`src/rtl/arb_rr_4_if.sv`:
```
// Request/grant bundle between the requesting units and the 4-way round-robin arbiter.
// master = requester side, slave = arbiter side.
interface arb_rr_4_if;
  logic [3:0] req;
  logic [3:0] gnt;
  logic [1:0] gnt_id;
  logic       gnt_valid;
  logic       timeout;

  modport master (
    output req,
    input  gnt,
    input  gnt_id,
    input  gnt_valid,
    input  timeout
  );

  modport slave (
    input  req,
    output gnt,
    output gnt_id,
    output gnt_valid,
    output timeout
  );
endinterface

```
`src/rtl/arb_rr_4.sv`:
```
// Four-requester round-robin arbiter with registered one-hot grant, encoded id and hold limit.
// Define ARB_FIXED_PRIO_EN to replace round-robin with fixed priority (requester 0 highest).
module arb_rr_4 #(
  parameter int MAX_HOLD = 8
) (
  input  logic        clk,
  input  logic        rst_n,
  arb_rr_4_if.slave   bus
);

  localparam int HW = (MAX_HOLD > 0) ? $clog2(MAX_HOLD + 1) : 1;
  localparam logic [HW-1:0] HOLD_LIM = HW'(MAX_HOLD);
  localparam logic [HW-1:0] HOLD_SAT = '1;

  typedef enum logic {IDLE, BUSY} state_e;

  state_e          state_q, state_d;
  logic [3:0]      gnt_q, gnt_d;
  logic [1:0]      gnt_id_q, gnt_id_d;
  logic            valid_q, valid_d;
  logic            timeout_q, timeout_d;
  logic [1:0]      ptr_q, ptr_d;
  logic [HW-1:0]   hold_q, hold_d;

  logic            win_found;
  logic [1:0]      win_id;
  logic [1:0]      scan_idx;
  logic [1:0]      rel_ptr;

  // Scan from the highest offset down so the requester closest to ptr wins last.
  always_comb begin
    win_found = 1'b0;
    win_id    = ptr_q;
    scan_idx  = ptr_q;
    for (int k = 3; k >= 0; k--) begin
      scan_idx = ptr_q + 2'(k);
      if (bus.req[scan_idx]) begin
        win_found = 1'b1;
        win_id    = scan_idx;
      end
    end
  end

`ifdef ARB_FIXED_PRIO_EN
  assign rel_ptr = 2'd0;
`else
  assign rel_ptr = gnt_id_q + 2'd1;
`endif

  always_comb begin
    state_d   = state_q;
    gnt_d     = gnt_q;
    gnt_id_d  = gnt_id_q;
    valid_d   = valid_q;
    timeout_d = 1'b0;
    ptr_d     = ptr_q;
    hold_d    = hold_q;
    case (state_q)
      IDLE: begin
        if (win_found) begin
          state_d  = BUSY;
          gnt_d    = 4'b0001 << win_id;
          gnt_id_d = win_id;
          valid_d  = 1'b1;
          hold_d   = HW'(1);
        end
      end
      BUSY: begin
        // A voluntary release takes precedence over the hold limit, so no timeout then.
        if (!bus.req[gnt_id_q]) begin
          state_d = IDLE;
          gnt_d   = '0;
          valid_d = 1'b0;
          ptr_d   = rel_ptr;
          hold_d  = '0;
        end else if ((MAX_HOLD > 0) && (hold_q == HOLD_LIM)) begin
          state_d   = IDLE;
          gnt_d     = '0;
          valid_d   = 1'b0;
          ptr_d     = rel_ptr;
          hold_d    = '0;
          timeout_d = 1'b1;
        end else if (hold_q != HOLD_SAT) begin
          hold_d = hold_q + HW'(1);
        end
      end
      default: state_d = IDLE;
    endcase
  end

  always_ff @(posedge clk or negedge rst_n) begin
    if (!rst_n) begin
      state_q   <= IDLE;
      gnt_q     <= '0;
      gnt_id_q  <= '0;
      valid_q   <= 1'b0;
      timeout_q <= 1'b0;
      ptr_q     <= '0;
      hold_q    <= '0;
    end else begin
      state_q   <= state_d;
      gnt_q     <= gnt_d;
      gnt_id_q  <= gnt_id_d;
      valid_q   <= valid_d;
      timeout_q <= timeout_d;
      ptr_q     <= ptr_d;
      hold_q    <= hold_d;
    end
  end

  assign bus.gnt       = gnt_q;
  assign bus.gnt_id    = gnt_id_q;
  assign bus.gnt_valid = valid_q;
  assign bus.timeout   = timeout_q;

endmodule

```
`src/flat_wrapper.sv`:
```
// flat-port wrapper written by rule: the top's interface ports become plain ports
module arb_rr_4_flat 
#(
  parameter int MAX_HOLD = 8
)
  (clk, rst_n, bus_req, bus_gnt, bus_gnt_id, bus_gnt_valid, bus_timeout);
  arb_rr_4_if bus_i ();
  input  logic clk;
  input  logic rst_n;
  input wire logic [$bits(bus_i.req)-1:0] bus_req;
  output wire logic [$bits(bus_i.gnt)-1:0] bus_gnt;
  output wire logic [$bits(bus_i.gnt_id)-1:0] bus_gnt_id;
  output wire logic [$bits(bus_i.gnt_valid)-1:0] bus_gnt_valid;
  output wire logic [$bits(bus_i.timeout)-1:0] bus_timeout;
  assign bus_i.req = bus_req;
  assign bus_gnt = bus_i.gnt;
  assign bus_gnt_id = bus_i.gnt_id;
  assign bus_gnt_valid = bus_i.gnt_valid;
  assign bus_timeout = bus_i.timeout;
  arb_rr_4 #(.MAX_HOLD(MAX_HOLD)) u_core (.clk(clk), .rst_n(rst_n), .bus(bus_i));
endmodule
```
`config.mk`:
```
export PLATFORM = sky130hd
export DESIGN_NAME = arb_rr_4_flat
export DESIGN_NICKNAME = d
export VERILOG_FILES = /design/src/rtl/arb_rr_4_if.sv /design/src/rtl/arb_rr_4.sv /design/src/flat_wrapper.sv
export SDC_FILE = /design/constraint.sdc
export NUM_CORES = 1
export LEC_CHECK = 0
export CAP_MARGIN = 20
export CORE_ASPECT_RATIO = 0.6
export CORE_MARGIN = 1
export CORE_UTILIZATION = 35
export DETAILED_ROUTE_END_ITERATION = 16
export PLACE_DENSITY = 0.68
export SLEW_MARGIN = 40
export SYNTH_ARGS = -nofsm -noshare
export SYNTH_HDL_FRONTEND = slang
export SYNTH_SLANG_ARGS = --single-unit
```
`constraint.sdc`:
```
create_clock -name clk -period 2.91 [get_ports clk]
set_input_delay 0.4365 -clock clk [delete_from_list [all_inputs] [get_ports clk]]
set_output_delay 0.4365 -clock clk [all_outputs]
set_load 0.05 [all_outputs]
```
# Yosys cells after proc, flatten, opt, wreduce, memory -nomap -nowiden
# Index checks and enable logic that the tools add are counted.
# Widths: inputs -> output; s select.
# totals
regBits	15
in_bits	6
out_inout_bits	8
# op_classes
n_addsub	5
n_lt_le_gt_ge	5
eq_ne	6
shifts	1
mux	40
bitwise	1
n_reduce_logical	4
# ops
op	count
$mux 4	7
$mux 1	18
$pmux 4 s2	2
$lt 2x3->1 const B	5
$mux 2	6
$bmux 1 s2	5
$ne 4x4->1 const B	2
$reduce_and 2->1	4
$add 2x1->2 const B	2
$add 2x2->2 const B	2
$add 4x1->4 const B	1
$eq 4x4->1 const B	1
$pmux 1 s2	2
$shl 1x2->4 const A	1
$ne 3x3->1 const B	1
$ne 2x1->1 const B	1
$ne 2x2->1 const B	1
$not 1->1	1

# Longest topological paths before layout
# Gate-level depths: netlist of run 1.
# logic_depth
ltp_word	10
mapped_depth	6
mapped_depth_nobuf	6

# Least setup slack after synthesis of run 1
# Ideal clock, no wire load.
# synth_path
path_type	register to register
from	register u_core.gnt_id_q[0] (netlist: u_core.bus.gnt_id[0])
to	register u_core.gnt_q[0] (netlist: u_core.bus.gnt[0])
setup_time_ps	121
arrival_ps	1776
t_required_ps	2789
path_slack_ps	1013
path_stages_with_launch	5
n_path_buf	0
period_less_slack_ps	1897
cell_sequence	dfrtp_1 > mux4_2 > nand3_2 > nand2_2 > a22o_1
# synth_via
elab_chain_len	4
word_cells_on_any_way	6
# synth_rtl
item	line_no	text
from (decl)	arb_rr_4.sv:19	logic [1:0] gnt_id_q, gnt_id_d;
from (signal assigned)	arb_rr_4.sv:103	gnt_id_q <= gnt_id_d;
$bmux 1 s2 (*)	arb_rr_4.sv:70	if (!bus.req[gnt_id_q]) begin
$mux 1 (implied by the code) (*)	arb_rr_4.sv:70	
$mux 4 / $ne 3x3->1 (equally long branches)	--	
$pmux 4 s2 / $reduce_and 2->1 (equally long branches)	--	
to (signal assigned)	arb_rr_4.sv:102	gnt_q <= gnt_d;
to (decl)	arb_rr_4.sv:18	logic [3:0] gnt_q, gnt_d;
# Every way passes the cells marked *; elsewhere a longest branch is shown, timed or not. The select of a mux whose other input is x is not followed.
# A chain may end at the register's enable or synchronous reset.

# Worst setup path in the final report of run 1
# layout_path
from	register u_core.gnt_id_q[0] (netlist: u_core.bus.gnt_id[0])
to	output port bus_gnt_id[0]
# layout_rtl
item	line_no	text
to (decl)	flat_wrapper.sv:12	output wire logic [$bits(bus_i.gnt_id)-1:0] bus_gnt_id;
# No word-level cell between the ends.

==> results.md, run 1 <==
- Largest net degree at the start of global routing: 16
- Avg WL per Cell: 14.86 um
- HP Class: register to register
- TNS Setup: 0 ps
- Vias in the first global route: 655
- CP startpoint kind: register
- PwrDens: 1071 mW/mm2
- Gr busiest metal: met1
- Pint: 0.0006329 W
- Final non-filler cell total: 134
- Post-CTS Hold Buffers: 0
- Maximum vdd drop: 0.4740 mV
- Final period demand of the worst path: 2031 ps
- CTS resizes: 0
- Vias per cell: 5.485
- DP Cell Count: 130
- GRT Total Usage: 16.98%
- Share of cells above drive strength 1: 14.42%
- Postcts setup bufs: 0
- Number of flops mapped to enable cells by yosys: 0
- WP buf/inv: 1
- Root Driver: clkbuf_8
- Die W: 67.59 um
- Antenna diode count: 0
- Slowest CP cell: clkdlybuf4s50_1
- Syn-to-layout area delta: 22.02%
- Routed wire length: 1991 um
- CP Capture Type: output pin
- Critical path required time: 2470 ps
- Ys async rst share: 100.0%
- Post-synth cell types: 44
- Critical-path cell list: clkdlybuf4s50_1
- Pwr Total: 0.001181 W
- Post-place setup slack: 706.5 ps
- Row count: 13
- Top cell type's share of synthesized area: 41.55%
- Num CTS Buffers: 3
- Grt ovf: 0
- Slew headroom: 51.73%
- Starting Density: 39.39%
- Initial antenna violation count: 0
- Seq/Total Area, Yosys: 41.55%
- Switching share of power: 46.40%
- Placer congestion estimate: 0.8657
- Clk sinks: 15
- RSZ-0062 raised after global routing: false
- First-pass GRT wire length: 3215 um
- Clock-pin slew on the worst setup and hold paths: 60 ps
- ANT nets after route: 0
- Crit path max fanout: 7
- # DRC: 0
- Ports: 14
- Final Slew Violations: 0
- Average size of a mapped cell: 10.04 um2
- Synth Flop Type: dfrtp_1
- Critical Path AT: 1590 ps
- Die area: 0.002795 mm2
- Starting DRT DRC Count: 51
- Ys Warns: 0
- CTS tree: built
- WS Path Type: register to output pin
- Leakage Power: 0.4455 nW
- HPWL Detailed: 1508 um
- Clock Path Buffers: 2
- Clock share of power: 14.4%
- Flop pwr share: 34.0%
- Routed vias: 735
- Run status: complete, no violations
- Grt met1 use: 25.58%
- TritonRoute pass-1 iters: 4
- Top delay family on crit path: buffers and inverters
- Worst skew pair latency: 250 ps
- Fmax: 0.4923 GHz
- Final hold vios: 0
- Top post-synthesis cells by area: dfrtp_1 (42%), nor2_1 (3.3%), a21oi_1 (2.8%)
- PortBufs: 13
- Final worst slack: 878.7 ps
- Transition time of the tightest slew-check pin: 721.8 ps
- Core area: 0.002293 mm2
- Final #Nets: 113
- Slowest stage delay, CP: 860 ps
- Clock Skews: 1.193 ps
- Met3 usage: 5.707%
- Max Cap Violations: 0
- Setup violations, final: 0
- Crit share post-route: 69.80%
- GR Util met2: 22.77%
- Flops & latches, synth: 15
- Syn Inst Count: 90
- Switching power: 0.0005480 W
- H-tree Lvls: 1
- Die Span Y: 41.35 um
- Combinational Power Share: 51.6%
- Synthesized cell area: 903.4 um2
- Synth area leader: dfrtp_1
- Post-Syn Nets: 98
cell families (layout without fill, tap and decap cells):
logic type      Yosys count  after routing  synth area share, %
flops                    15             15                41.55
fa+ha+maj                 2              2                2.770
compound gates           24             24                21.61
simple gates             38             38                24.66
xor+xnor                  2              2                1.939
buf+inv                   6             20                2.769
mux                       3              3                4.709
power groups by stage:
| stage | Clock, W | Combinational [W] | Sequential [W] |
|---|---|---|---|
| 2_1_floorplan | 0 | 0.000335 | 0.000500 |
| 3_3_place_gp | 0 | 0.000606 | 0.000403 |
| 3_5_place_dp | 0 | 0.000607 | 0.000402 |
| 4_1_cts | 0.000176 | 0.000610 | 0.000401 |
| 5_1_grt | 0.000185 | 0.000658 | 0.000417 |
| 6_report | 0.000170 | 0.000609 | 0.000402 |
final cells by class:
| type | instances | area [um2] |
|---|---|---|
| clock buffers | 4 | 45.04 |
| fillers | 205 | 1191 |
| inverters | 3 | 11.26 |
| multi-input cells | 69 | 503.0 |
| flip-flops and latches | 15 | 375.4 |
| well taps | 30 | 37.54 |
| repair buffers | 13 | 130.1 |
routing by layer:
metal	vias to the layer above	share of wire, %
li1	361	-
met5	-	0
met1	349	54
met3	2	6.9
met4	0	0.30
met2	23	39
state kept, by name, indices dropped and copies added (netlist names):
signal / count
u_core.bus.gnt: 4
u_core.ptr_q: 2
u_core.hold_q: 4
u_core.bus.gnt_valid: 1
u_core.state_q: 1
u_core.bus.timeout: 1
u_core.bus.gnt_id: 2
worst paths after layout:
check	startpoint	depth (start not counted)	slack [ps]	to
setup / recovery	u_core.bus.gnt_id[0]$_DFFE_PN0P_	1	880	bus_gnt_id[0]
hold / removal	u_core.bus.gnt[3]$_DFFE_PN0P_	1	500	u_core.bus.gnt[3]$_DFFE_PN0P_
setup reg to reg	u_core.bus.gnt_id[0]$_DFFE_PN0P_	4	1170	u_core.bus.gnt[2]$_DFFE_PN0P_
hold reg to reg	u_core.bus.gnt[3]$_DFFE_PN0P_	1	500	u_core.bus.gnt[3]$_DFFE_PN0P_
max in group asynchronous	rst_n	1	1840	u_core.bus.gnt[2]$_DFFE_PN0P_
min in group asynchronous	rst_n	1	620	u_core.state_q$_DFF_PN0_
per-stage QoR:
step / instance area, um2 / hold slack (ps) / utilization, %
final: 1102 / 495.2 / 48.06
after global routing: 1102 / 516.1 / 48.06
after CTS: 1102 / 503.4 / 48.06
after detailed placement: 1057 / 485.9 / 46.10
after global placement: 1057 / 471.8 / 46.10
after floorplan: 903.4 / 140.9 / -
layout by cell type (no fill, tap or decap), types with 2 or more instances in the layout:
cell type	synthesis	layout
dfrtp_1	15	15
clkdlybuf4s50_1	0	13
nor2_1	8	8
nand2_1	6	6
a21oi_1	5	5
nor2b_1	4	4
o21ai_0	4	4
inv_1	3	3
nand3_1	3	3
clkbuf_8	0	3
o221ai_1	2	2
nor3_1	2	2
a22o_1	2	2
mux2i_1	2	2
o2bb2ai_1	2	2
ha_1	2	2
synthesized netlist by cell type, types with 2 or more instances:
library cell   n
dfrtp_1       15
nor2_1         8
nand2_1        6
a21oi_1        5
nor2b_1        4
o21ai_0        4
inv_1          3
nand3_1        3
a22o_1         2
ha_1           2
mux2i_1        2
nor3_1         2
o221ai_1       2
o2bb2ai_1      2
No activity file was read; power rests on OpenSTA's default activity.
==> inputs of run 2 (changes only) <==
- clock period: 2.91 -> 1.9 ns (I/O delays scaled with it)
==> run 2 against run 1 <==
Against the previous run: register-to-register slack lost 880 ps; clock skew grew 1.0 ps; total power grew 58%; critical path depth grew 4.
==> results.md, run 2 (synthesis gave the netlist of run 1 again) <==
- Run status: complete, no violations
- Final non-filler cell total: 143
- CP startpoint kind: primary input
- Core area: 0.002293 mm2
- # DRC: 0
- Final #Nets: 122
- ANT nets after route: 0
- Syn-to-layout area delta: 29.09%
- Post-place setup slack: -73.05 ps
- Switching share of power: 45.78%
- Transition time of the tightest slew-check pin: 687.8 ps
- Avg WL per Cell: 14.41 um
- Switching power: 0.0008560 W
- Crit share post-route: 91.12%
- PwrDens: 1603 mW/mm2
- Routed wire length: 2060 um
- Grt ovf: 0
- Postcts setup bufs: 0
- Share of cells above drive strength 1: 23.89%
- DP Cell Count: 139
- Largest net degree at the start of global routing: 16
- Ports: 14
- Final period demand of the worst path: 1731 ps
- Routed vias: 785
- Commonest cells after routing, fill and taps aside: dfrtp_1 (15), clkdlybuf4s50_1 (11), buf_4 (11)
- Crit path max fanout: 7
- Final instance area: 0.001166 mm2
- Vias per cell: 5.490
- Critical-path cell list: clkdlybuf4s50_1 > mux4_2 > nand3_2 > nand2_2 > a22o_1
- Clock Skews: 2.194 ps
- Clock-pin slew on the worst setup and hold paths: 60 ps
- PortBufs: 13
- Flop pwr share: 31.6%
- CTS tree: built
- Die Span Y: 41.35 um
- Row count: 13
- Final worst slack: 168.7 ps
- HP Class: primary input to asynchronous set/reset pin
- HPWL Detailed: 1615 um
- Commonest non-fill, non-tap cell in the layout: dfrtp_1
- GRT Total Usage: 17.90%
- Root Driver: clkbuf_8
- Leakage Power: 0.4936 nW
- Clock Path Buffers: 2
- Max Cap Violations: 0
- Pint: 0.001014 W
- Worst skew pair latency: 250 ps
- CP Capture Type: register
- Combinational Power Share: 54.6%
- Slew headroom: 54.00%
- Die W: 67.59 um
- RSZ-0062 raised after global routing: false
- Die area: 0.002795 mm2
- H-tree Lvls: 1
- Initial antenna violation count: 0
- Area after DPL: 0.001120 mm2
- Starting DRT DRC Count: 57
- Num CTS Buffers: 3
- Clock share of power: 13.8%
- Placer congestion estimate: 0.8553
- Critical Path AT: 1860 ps
- Maximum vdd drop: 0.9158 mV
- WS Path Type: primary input to register
- Slowest CP cell: mux4_2
- CTS resizes: 0
- Post-CTS Hold Buffers: 0
- Slowest stage delay, CP: 600 ps
- First-pass GRT wire length: 3374 um
- Final Slew Violations: 0
- Antenna diode count: 0
- TritonRoute pass-1 iters: 4
- Layout Utilization: 50.85%
- Fmax: 0.5776 GHz
- Clk sinks: 15
- Critical path required time: 2030 ps
- Final hold vios: 0
- Vias in the first global route: 675
- Setup violations, final: 0
- Starting Density: 39.39%
## run 2: worst paths after layout
kind | slack, ps | to | depth (start not counted) | from
setup reg to reg | 290 | u_core.bus.gnt[0]$_DFFE_PN0P_ | 4 | u_core.bus.gnt_id[0]$_DFFE_PN0P_
min in group clk | 490 | u_core.bus.gnt[1]$_DFFE_PN0P_ | 1 | u_core.bus.gnt[1]$_DFFE_PN0P_
hold reg to reg | 490 | u_core.bus.gnt[1]$_DFFE_PN0P_ | 1 | u_core.bus.gnt[1]$_DFFE_PN0P_
max in group asynchronous | 1010 | u_core.hold_q[0]$_DFFE_PN0P_ | 1 | rst_n
hold / removal | 450 | u_core.bus.gnt[1]$_DFFE_PN0P_ | 1 | rst_n
setup / recovery | 170 | u_core.bus.gnt[0]$_DFFE_PN0P_ | 5 | bus_req[1]
## run 2: power groups by stage
stage               combinational [W]  sequential, W  clock [W]
finish                        0.00102       0.000590   0.000259
CTS                           0.00102       0.000587   0.000269
detailed placement            0.00102       0.000589          0
global route                  0.00110       0.000611   0.000279
global placement              0.00101       0.000581          0
floorplan                    0.000514       0.000766          0
## run 2: metrics by stage
stage                     total power (W)  hold WS (ps)  setup TNS (ps)
after floorplan                  0.001280        -10.59               0
after detailed placement         0.001610         478.6          -224.5
after global routing             0.001990         507.1               0
after global placement           0.001591         472.9          -213.2
final                            0.001870         453.9               0
after CTS                        0.001877         488.2               0
## run 2: routing by layer
| layer | share of wire [%] | vias to the layer above | GRT usage (%) | wire [um] |
|---|---|---|---|---|
| li1 | - | 380 | - | - |
| met1 | 56 | 377 | 27.12 | 1163 |
| met2 | 36 | 26 | 23.51 | 751 |
| met3 | 6.5 | 2 | 5.707 | 134 |
| met4 | 0.53 | 0 | 4.787 | 11 |
| met5 | 0 | - | 0 | 0 |
## run 2: final cells by class
type	instances	area, um2
multi-input cells	69	503.0
well taps	30	37.54
clock inverters	1	5.005
flip-flops and latches	15	375.4
clock buffers	3	41.29
repair buffers	22	192.7
fillers	205	1127
inverters	3	11.26
## run 2: critical path: cells and delay by family
kind	cells	cell delay, ps
buffers and inverters	1	500
AOI/OAI and AO/OA	1	240
and+or+nand+nor	2	230
muxes	1	600
==> inputs of run 3 (changes only) <==
- CORE_ASPECT_RATIO: 0.6 -> default
- CORE_UTILIZATION: 35 -> 51
- PLACE_DENSITY: 0.68 -> 0.88
- TNS_END_PERCENT: default -> 1
==> run 3 against run 2 <==
Against the previous run: the flow now finishes with violations (DRC); total power decreased by 6.1%; worst hold slack got worse by 73 ps; clock power decreased by 27%; sequential power increased by 3.7%; global-route usage increased by 7.3 points; non-clock buffer count decreased by 4; first-iteration DRC count decreased by 16%; critical endpoint is now u_core.hold_q[2]$_DFFE_PN0P_; largest cell class unchanged.
==> results.md, run 3 (synthesis gave the netlist of run 1 again) <==
- WS Path Type: primary input to register
- Avg WL per Cell: 16.30 um
- Worst skew pair latency: 290 ps
- Ports: 14
- Setup violations, final: 0
- CTS tree: built
- ANT nets after route: 0
- Placer congestion estimate: 0.8610
- # DRC: 2
- Transition time of the tightest slew-check pin: 647.7 ps
- CP startpoint kind: primary input
- Critical path required time: 2120 ps
- Antenna diode count: 0
- Leakage Power: 0.4666 nW
- Post-CTS Hold Buffers: 0
- Final period demand of the worst path: 1748 ps
- Commonest cells after routing, fill and taps aside: dfrtp_1 (15), clkdlybuf4s50_1 (11), nor2_1 (8)
- Die W: 44.09 um
- Largest net degree at the start of global routing: 16
- Share of cells above drive strength 1: 21.10%
- TritonRoute pass-1 iters: 10
- H-tree Lvls: 1
- Vias per cell: 6.440
- HP Class: primary input to asynchronous set/reset pin
- Grt ovf: 0
- First-pass GRT wire length: 3477 um
- TNS Setup: 0 ps
- Routed wire length: 2037 um
- Core area: 0.001577 mm2
- Postcts setup bufs: 0
- Final #Nets: 118
- Num CTS Buffers: 3
- Final Slew Violations: 0
- Initial antenna violation count: 0
- Pwr Total: 0.001755 W
- CTS resizes: 0
- Crit path max fanout: 7
- Slew headroom: 56.68%
- PwrDens: 1596 mW/mm2
- Root Driver: clkbuf_4
- Clock-pin slew on the worst setup and hold paths: 90 ps
- Met3 WL: 142 um
- Crit share post-route: 91.98%
- Clock Path Buffers: 2
- Top Layer Used: met4
- RSZ-0062 raised after global routing: false
- PortBufs: 13
- Max Cap Violations: 0
- Maximum vdd drop: 0.8452 mV
- Die Span Y: 44.09 um
- Final hold vios: 0
- CP Capture Type: register
- HPWL Detailed: 1531 um
- Syn-to-layout area delta: 21.74%
- Starting Density: 57.30%
- Critical Path AT: 1970 ps
- Run status: finished with violations
- Fmax: 0.5722 GHz
- Vias in the first global route: 784
- Clk sinks: 15
- Clock Skews: 0.9225 ps
- Commonest non-fill, non-tap cell in the layout: dfrtp_1
- GRT Total Usage: 25.22%
- Violated checks: DRC
- Die area: 0.001943 mm2
- Routed vias: 805
- Row count: 14
- Starting DRT DRC Count: 48
- Wl on met1: 864 um
- Met2 wire length: 988 um
-- run 3: cell count changes in the layout (fill, tap and decap cells not counted) --
cell,change
clkbuf_8,-3
clkbuf_4,+3
buf_4,-4
-- run 3: where the power goes --
group	internal [W]	leakage [nW]	switching (W)
Clock	0.0000786	0.0177	0.000111
Combinational	0.000400	0.260	0.000553
Sequential	0.000441	0.189	0.000171
Total	0.000919	0.467	0.000836
-- run 3: through the flow --
step                instances  hold WS [ps]  setup WS, ps  area, um2  util, %
global route              125         438.0         98.55       1100    69.76
finish                    125         381.0         152.4       1100    69.76
global placement          121         474.7        -32.83       1072    68.02
CTS                       125         393.9         139.9       1100    69.76
floorplan                  90        -10.59         2.653      903.4        -
detailed placement        121         480.2        -85.90       1072    68.02
-- run 3: worst paths after layout --
check	start	endpoint	slack, ps	cells after the start
min in group clk	u_core.bus.gnt[3]$_DFFE_PN0P_	u_core.bus.gnt[3]$_DFFE_PN0P_	500	1
min reg2reg	u_core.bus.gnt[3]$_DFFE_PN0P_	u_core.bus.gnt[3]$_DFFE_PN0P_	500	1
max	bus_req[2]	u_core.hold_q[2]$_DFFE_PN0P_	150	5
max reg2reg	u_core.bus.gnt_id[0]$_DFFE_PN0P_	u_core.hold_q[0]$_DFFE_PN0P_	260	4
min	rst_n	u_core.bus.gnt[2]$_DFFE_PN0P_	380	1
max in group asynchronous	rst_n	u_core.bus.gnt_valid$_DFFE_PN0P_	1110	1
-- run 3: area by class of cell --
type	instances	area, um2
fill	122	476.7
clock inverter	1	5.005
sequential	15	375.4
multi-input combinational	69	503.0
clock buffer	3	22.52
tap	16	20.02
timing repair buffer	18	162.7
inverter	3	11.26
-- run 3: worst max-delay path, stage by stage --
cell and delay, ps:
clkdlybuf4s50_1 540, nor4_1 440, or2b_2 380, and2_4 160, nor3_2 170
-- run 3: per-layer routing --
layer	vias up	global-route usage, %
li1	373	-
met1	385	31.03
met2	41	41.18
met3	6	4.898
met4	0	14.55
met5	-	0
